`config.mk`:
```
export PLATFORM = sky130hd
export DESIGN_NAME = mux_arb_2to1_80bit
export DESIGN_NICKNAME = d
export VERILOG_FILES = /design/src/rtl/mux_arb_pkg.sv /design/src/rtl/mux_2to1_80bit.sv /design/src/rtl/mux_arb_2to1_80bit.sv
export SDC_FILE = /design/constraint.sdc
export NUM_CORES = 1
export LEC_CHECK = 0
export ABC_AREA = 1
export BUFFER_PORTS_ARGS = -buffer_cell sky130_fd_sc_hd__clkbuf_2
export CAP_MARGIN = 25
export CORE_AREA = 2 2 138 86
export CTS_CLUSTER_DIAMETER = 30
export DETAILED_ROUTE_END_ITERATION = 8
export DIE_AREA = 0 0 140 88
export PLACE_DENSITY = 0.78
export SLEW_MARGIN = 5
export SYNTH_ARGS = -nofsm -noshare
export SYNTH_HDL_FRONTEND = slang
export SYNTH_SLANG_ARGS = --single-unit
export TNS_END_PERCENT = 5
```
`constraint.sdc`:
```
create_clock -name Clock -period 1.15 [get_ports Clock]
set_input_delay 0.23 -clock Clock [delete_from_list [all_inputs] [get_ports Clock]]
set_output_delay 0.23 -clock Clock [all_outputs]
set_load 0.02 [all_outputs]
```
`src/rtl/mux_arb_pkg.sv`:
```
// mux_arb_pkg: shared widths, source indices, state encoding and round-robin pick for the 80-bit 2:1 arbiter
package mux_arb_pkg;
  localparam int DATA_WIDTH = 80;
  localparam logic SRC_IN0 = 1'b0;
  localparam logic SRC_IN1 = 1'b1;
  localparam logic LASTGRANT_RST = 1'b1;
  typedef enum logic {ST_EMPTY = 1'b0, ST_FULL = 1'b1} state_t;
  // Under contention the requester that did not win last time goes next
  function automatic logic rr_pick(input logic r0, input logic r1, input logic last);
    return (r0 & r1) ? ~last : r1;
  endfunction
endpackage

```
`src/rtl/mux_2to1_80bit.sv`:
```
// mux_2to1_80bit: plain 80-bit two-input word multiplexer
module mux_2to1_80bit
  import mux_arb_pkg::*;
(
  input  logic [DATA_WIDTH-1:0] In0,
  input  logic [DATA_WIDTH-1:0] In1,
  input  logic                  Select,
  output logic [DATA_WIDTH-1:0] Out
);
  assign Out = Select ? In1 : In0;
endmodule

```
`src/rtl/mux_arb_2to1_80bit.sv`:
```
// mux_arb_2to1_80bit: round-robin arbiter and output register for the 80-bit 2:1 mux; MUX_ARB_LOCK_EN adds grant locking
module mux_arb_2to1_80bit
  import mux_arb_pkg::*;
#(
  parameter int DATA_WIDTH = 80
) (
  input  logic                  Clock,
  input  logic                  Reset,
  input  logic                  Req0,
  input  logic [DATA_WIDTH-1:0] In0,
  input  logic                  Req1,
  input  logic [DATA_WIDTH-1:0] In1,
  output logic                  Ack0,
  output logic                  Ack1,
  output logic [DATA_WIDTH-1:0] Out,
  output logic                  OutSrc,
  output logic                  OutValid,
  input  logic                  OutReady
`ifdef MUX_ARB_LOCK_EN
  ,
  input  logic                  Lock0,
  input  logic                  Lock1
`endif
);
  state_t state_q, state_d;
  logic last_q;
  logic elig0, elig1, grant, space, accept;
  logic [DATA_WIDTH-1:0] mux_out;
`ifdef MUX_ARB_LOCK_EN
  logic locked_q, owner_q;
  // While locked the non-owner is masked even if the owner is idle
  always_comb begin
    elig0 = Req0 & (~locked_q | (owner_q == SRC_IN0));
    elig1 = Req1 & (~locked_q | (owner_q == SRC_IN1));
  end
  always_ff @(posedge Clock) begin
    if (Reset) begin
      locked_q <= 1'b0;
      owner_q  <= SRC_IN0;
    end else if (accept) begin
      locked_q <= grant ? Lock1 : Lock0;
      owner_q  <= grant;
    end
  end
`else
  always_comb begin
    elig0 = Req0;
    elig1 = Req1;
  end
`endif
  always_comb begin
    space  = (state_q == ST_EMPTY) | OutReady;
    grant  = rr_pick(elig0, elig1, last_q);
    accept = ~Reset & space & (elig0 | elig1);
  end
  mux_2to1_80bit u_mux (
    .In0   (In0),
    .In1   (In1),
    .Select(grant),
    .Out   (mux_out)
  );
  always_ff @(posedge Clock) begin
    if (Reset) state_q <= ST_EMPTY;
    else       state_q <= state_d;
  end
  always_comb begin
    state_d = accept ? ST_FULL : (OutReady ? ST_EMPTY : state_q);
  end
  always_comb begin
    Ack0     = accept & (grant == SRC_IN0);
    Ack1     = accept & (grant == SRC_IN1);
    OutValid = (state_q == ST_FULL);
  end
  always_ff @(posedge Clock) begin
    if (Reset) begin
      Out    <= '0;
      OutSrc <= SRC_IN0;
      last_q <= LASTGRANT_RST;
    end else if (accept) begin
      Out    <= mux_out;
      OutSrc <= grant;
      last_q <= grant;
    end
  end
endmodule

```
==> impl_metrics.tcl <==
set metrics [dict create \
    ant_nets 0 \
    antenna_found_initial 0 \
    fin_util_pct 59.0 \
    clock-sinks 83 \
    slew_viol_final 0 \
    fmaxAchievable_mhz 723 \
    drc_errors 15 \
    p_sw_share_pct 28.5 \
    synth_xor_area_share_pct 0 \
    ys_seq_area_share_pct 38.1 \
    r2r-start "OutValid$_SDFFE_PP0P_" \
    violations "DRC, setup timing" \
    io_pins 249 \
    synth_top_family_by_area "simple AND/OR/NAND/NOR gates" \
    synth_area_sq_um 4360 \
    wl_um 14100 \
    vias 4848 \
    drive_above_1_share_pct 48.1 \
    met1Wirelength_um 6340 \
    crit_chain "nand2_4 -> nand2_4 -> nor2_4 -> nand2_2 -> inv_2 -> buf_8" \
    start_util_pct 39.4 \
    r2r_cells 7 \
    yosysTopAreaCell "dfxtp_1" \
    grt_pass1_vias 4420 \
    dp_slack_ns -0.174 \
    finalSetupViolations 82 \
    clk_pin_slew_worst_paths_ns 0.06 \
    globalplace.congestion 0.813 \
    mostFrequentLayoutCells "nand2_1 (267), clkbuf_2 (237), dfxtp_1 (80)" \
    cts-hold-fix-buffers 0 \
    synth.net_count 800 \
    run_status "finished with violations" \
    startpoint_type "flop" \
    clkPwrFrac_pct 38.2 \
    power_switching_mw 2.44 \
    synthAdderAreaFrac_pct 0 \
    drt-vias-per-instance 4.73 \
    tightestPinTransition_ns 0.500 \
    ys_ff_latch 83 \
    grt_pass1_wl_um 22500 \
    io_buffers 248 \
    drt_pass1_iterations 8 \
    cp.arrival_ns 1.15 \
    yosys.area.top_type_share_pct 38.1 \
    synth_compound_area_share_pct 13.5 \
    die-area_sq_um 12300 \
    hold_path_class "input pin to flop" \
    power_density_nw_per_um2 1310 \
    cp-end-kind "primary output" \
    h-tree-depth 3 \
    cts_buffers 9 \
    final_common_cell "nand2_1" \
    synthTopCellsByArea "dfxtp_1 (38%), nand2_1 (24%), a21oi_2 (9.8%)" \
    antenna_cells 0 \
    dp_hpwl_um 9400 \
    cpMostUsedCell "nand2_4" \
    skew_ns 0.00762 \
    die-width_um 140 \
    cts-root-buf "clkbuf_16" \
    syn_avg_cell_area_sq_um 6.86 \
    synth_cell_types 16 \
    min_path_cells 3 \
    gr-total-overflow 0 \
    comb_power_share_pct 24.7 \
    worst_path_largest_cell_delay_ns 0.33 \
    critical_path_class "flop to primary output" \
    syn_inst 635 \
    clk_latency_ns 0.33 \
    timing_hold_violations_final 0 \
    rsz0062_at_grt "yes" \
    worstPathRequired_ns 0.92 \
    rows 30 \
    wl_per_cell_um 13.7 \
    core_area_sq_um 11100 \
    min_period_ns 1.38 \
    internal_power_mw 6.11 \
    whs_ns 0.190 \
    peakVddDrop_v 0.000756 \
    critPathLaunch "OutValid$_SDFFE_PP0P_" \
    slew_headroom_pct 66.7 \
    dr_wl_met2_um 6570 \
    p_seq_share_pct 37.1 \
    yosys.area_share.simple_pct 41.3 \
    clk_path_buf_depth 2 \
    top_layer "met4" \
    hp-start "Reset" \
    die_h_um 88 \
    power.total_mw 8.54 \
    grt_usage_pct 22.9 \
    cts_tree "built" \
    drv_cap 0 \
    muxShareOfSynthArea_pct 0 \
    slowest_stage "dfxtp_2" \
    period_share_pct 120 \
    yosys_warnings 0 \
    area_delta_synth_final_pct 49.9 \
    nNetsFinal 1041 \
    p_leak_nw 3.29 \
    grt_max_degree 82 \
    path_max_fanout 3 \
    first_iter_violations 204 \
    finalWorstSetupSlack_ns -0.232 \
    route.met3.wl_um 1050 \
]
[synthesized netlist by cell type]
library cell	count
nand2_1	279
dfxtp_1	83
nand3_1	80
nand2_2	51
a21oi_2	49
a21oi_1	32
clkbuf_1	19
buf_2	18
buf_6	6
buf_1	5
nor2_1	4
buf_8	3
inv_1	3
inv_2	1
nor2_2	1
nor2_4	1
[worst max-delay path, delay by kind of cell, from the launching register on]
family        cells  cell delay (ns)
flops             1             0.33
simple gates      4             0.31
buf+inv           2             0.18
[area by class of cell]
| type | count | area (sq um) |
|---|---|---|
| Sequential cell | 83 | 1670 |
| Clock buffer | 12 | 236 |
| Timing Repair Buffer | 281 | 1830 |
| Clock inverter | 4 | 98.8 |
| Tap cell | 144 | 180 |
| Multi-Input combinational cell | 497 | 2510 |
| Fill cell | 1040 | 4540 |
| Inverter | 4 | 15.0 |
[per-layer routing]
layer  vias up  global-route usage (%)
met2       164                    38.0
met5         -                       0
met4         0                    4.68
met1      2158                    29.9
met3         9                    7.16
li1       2517                       -
[power by group through the flow]
stage / combinational, mW / sequential, mW / clock (mW)
floorplan: 0.932 / 3.43 / 0
global placement: 1.83 / 3.23 / 0
detailed placement: 1.84 / 3.23 / 0
CTS: 2.09 / 3.17 / 3.34
global route: 2.31 / 3.19 / 3.47
finish: 2.11 / 3.17 / 3.26
[flip-flops by register name, indices dropped and copies added (netlist names)]
| signal | cells |
|---|---|
| OutValid | 1 |
| last_q | 1 |
| Out | 80 |
| OutSrc | 1 |
[per-stage QoR]
step / setup TNS [ns] / cells / area [sq um]
global placement: -9.38 / 996 / 5780
finish: -9.92 / 1025 / 6530
floorplan: -0.0282 / 635 / 4360
CTS: -9.68 / 1023 / 6480
global route: -16.89 / 1025 / 6530
detailed placement: -10.96 / 996 / 5780
[cell families (layout without fill, tap and decap cells)]
logic type / Yosys count / count (layout)
AOI/OAI and AO/OA: 81 / 81
buffers and inverters: 55 / 301
DFF: 83 / 83
and+or+nand+nor: 416 / 416
[path summary, 6_finish.rpt]
| check | end | slack, ns |
|---|---|---|
| hold / removal | OutValid$_SDFFE_PP0P_ | 0.19 |
| setup / recovery | Ack0 | -0.23 |
| setup reg to reg | Out[73]$_SDFFE_PP0P_ | -0.18 |
| hold reg to reg | Out[8]$_SDFFE_PP0P_ | 0.46 |
[repair_timing]
| action | CTS | global route |
|---|---|---|
| cloned | 7 | 0 |
| setup buffers | 4 | 2 |
| endpoints found under the hold margin | 0 | 0 |
| resized for setup | 32 | 20 |
| pin swaps | 5 | 2 |
| setup endpoints to repair | 83 | 89 |
No activity file was read; power rests on OpenSTA's default activity.
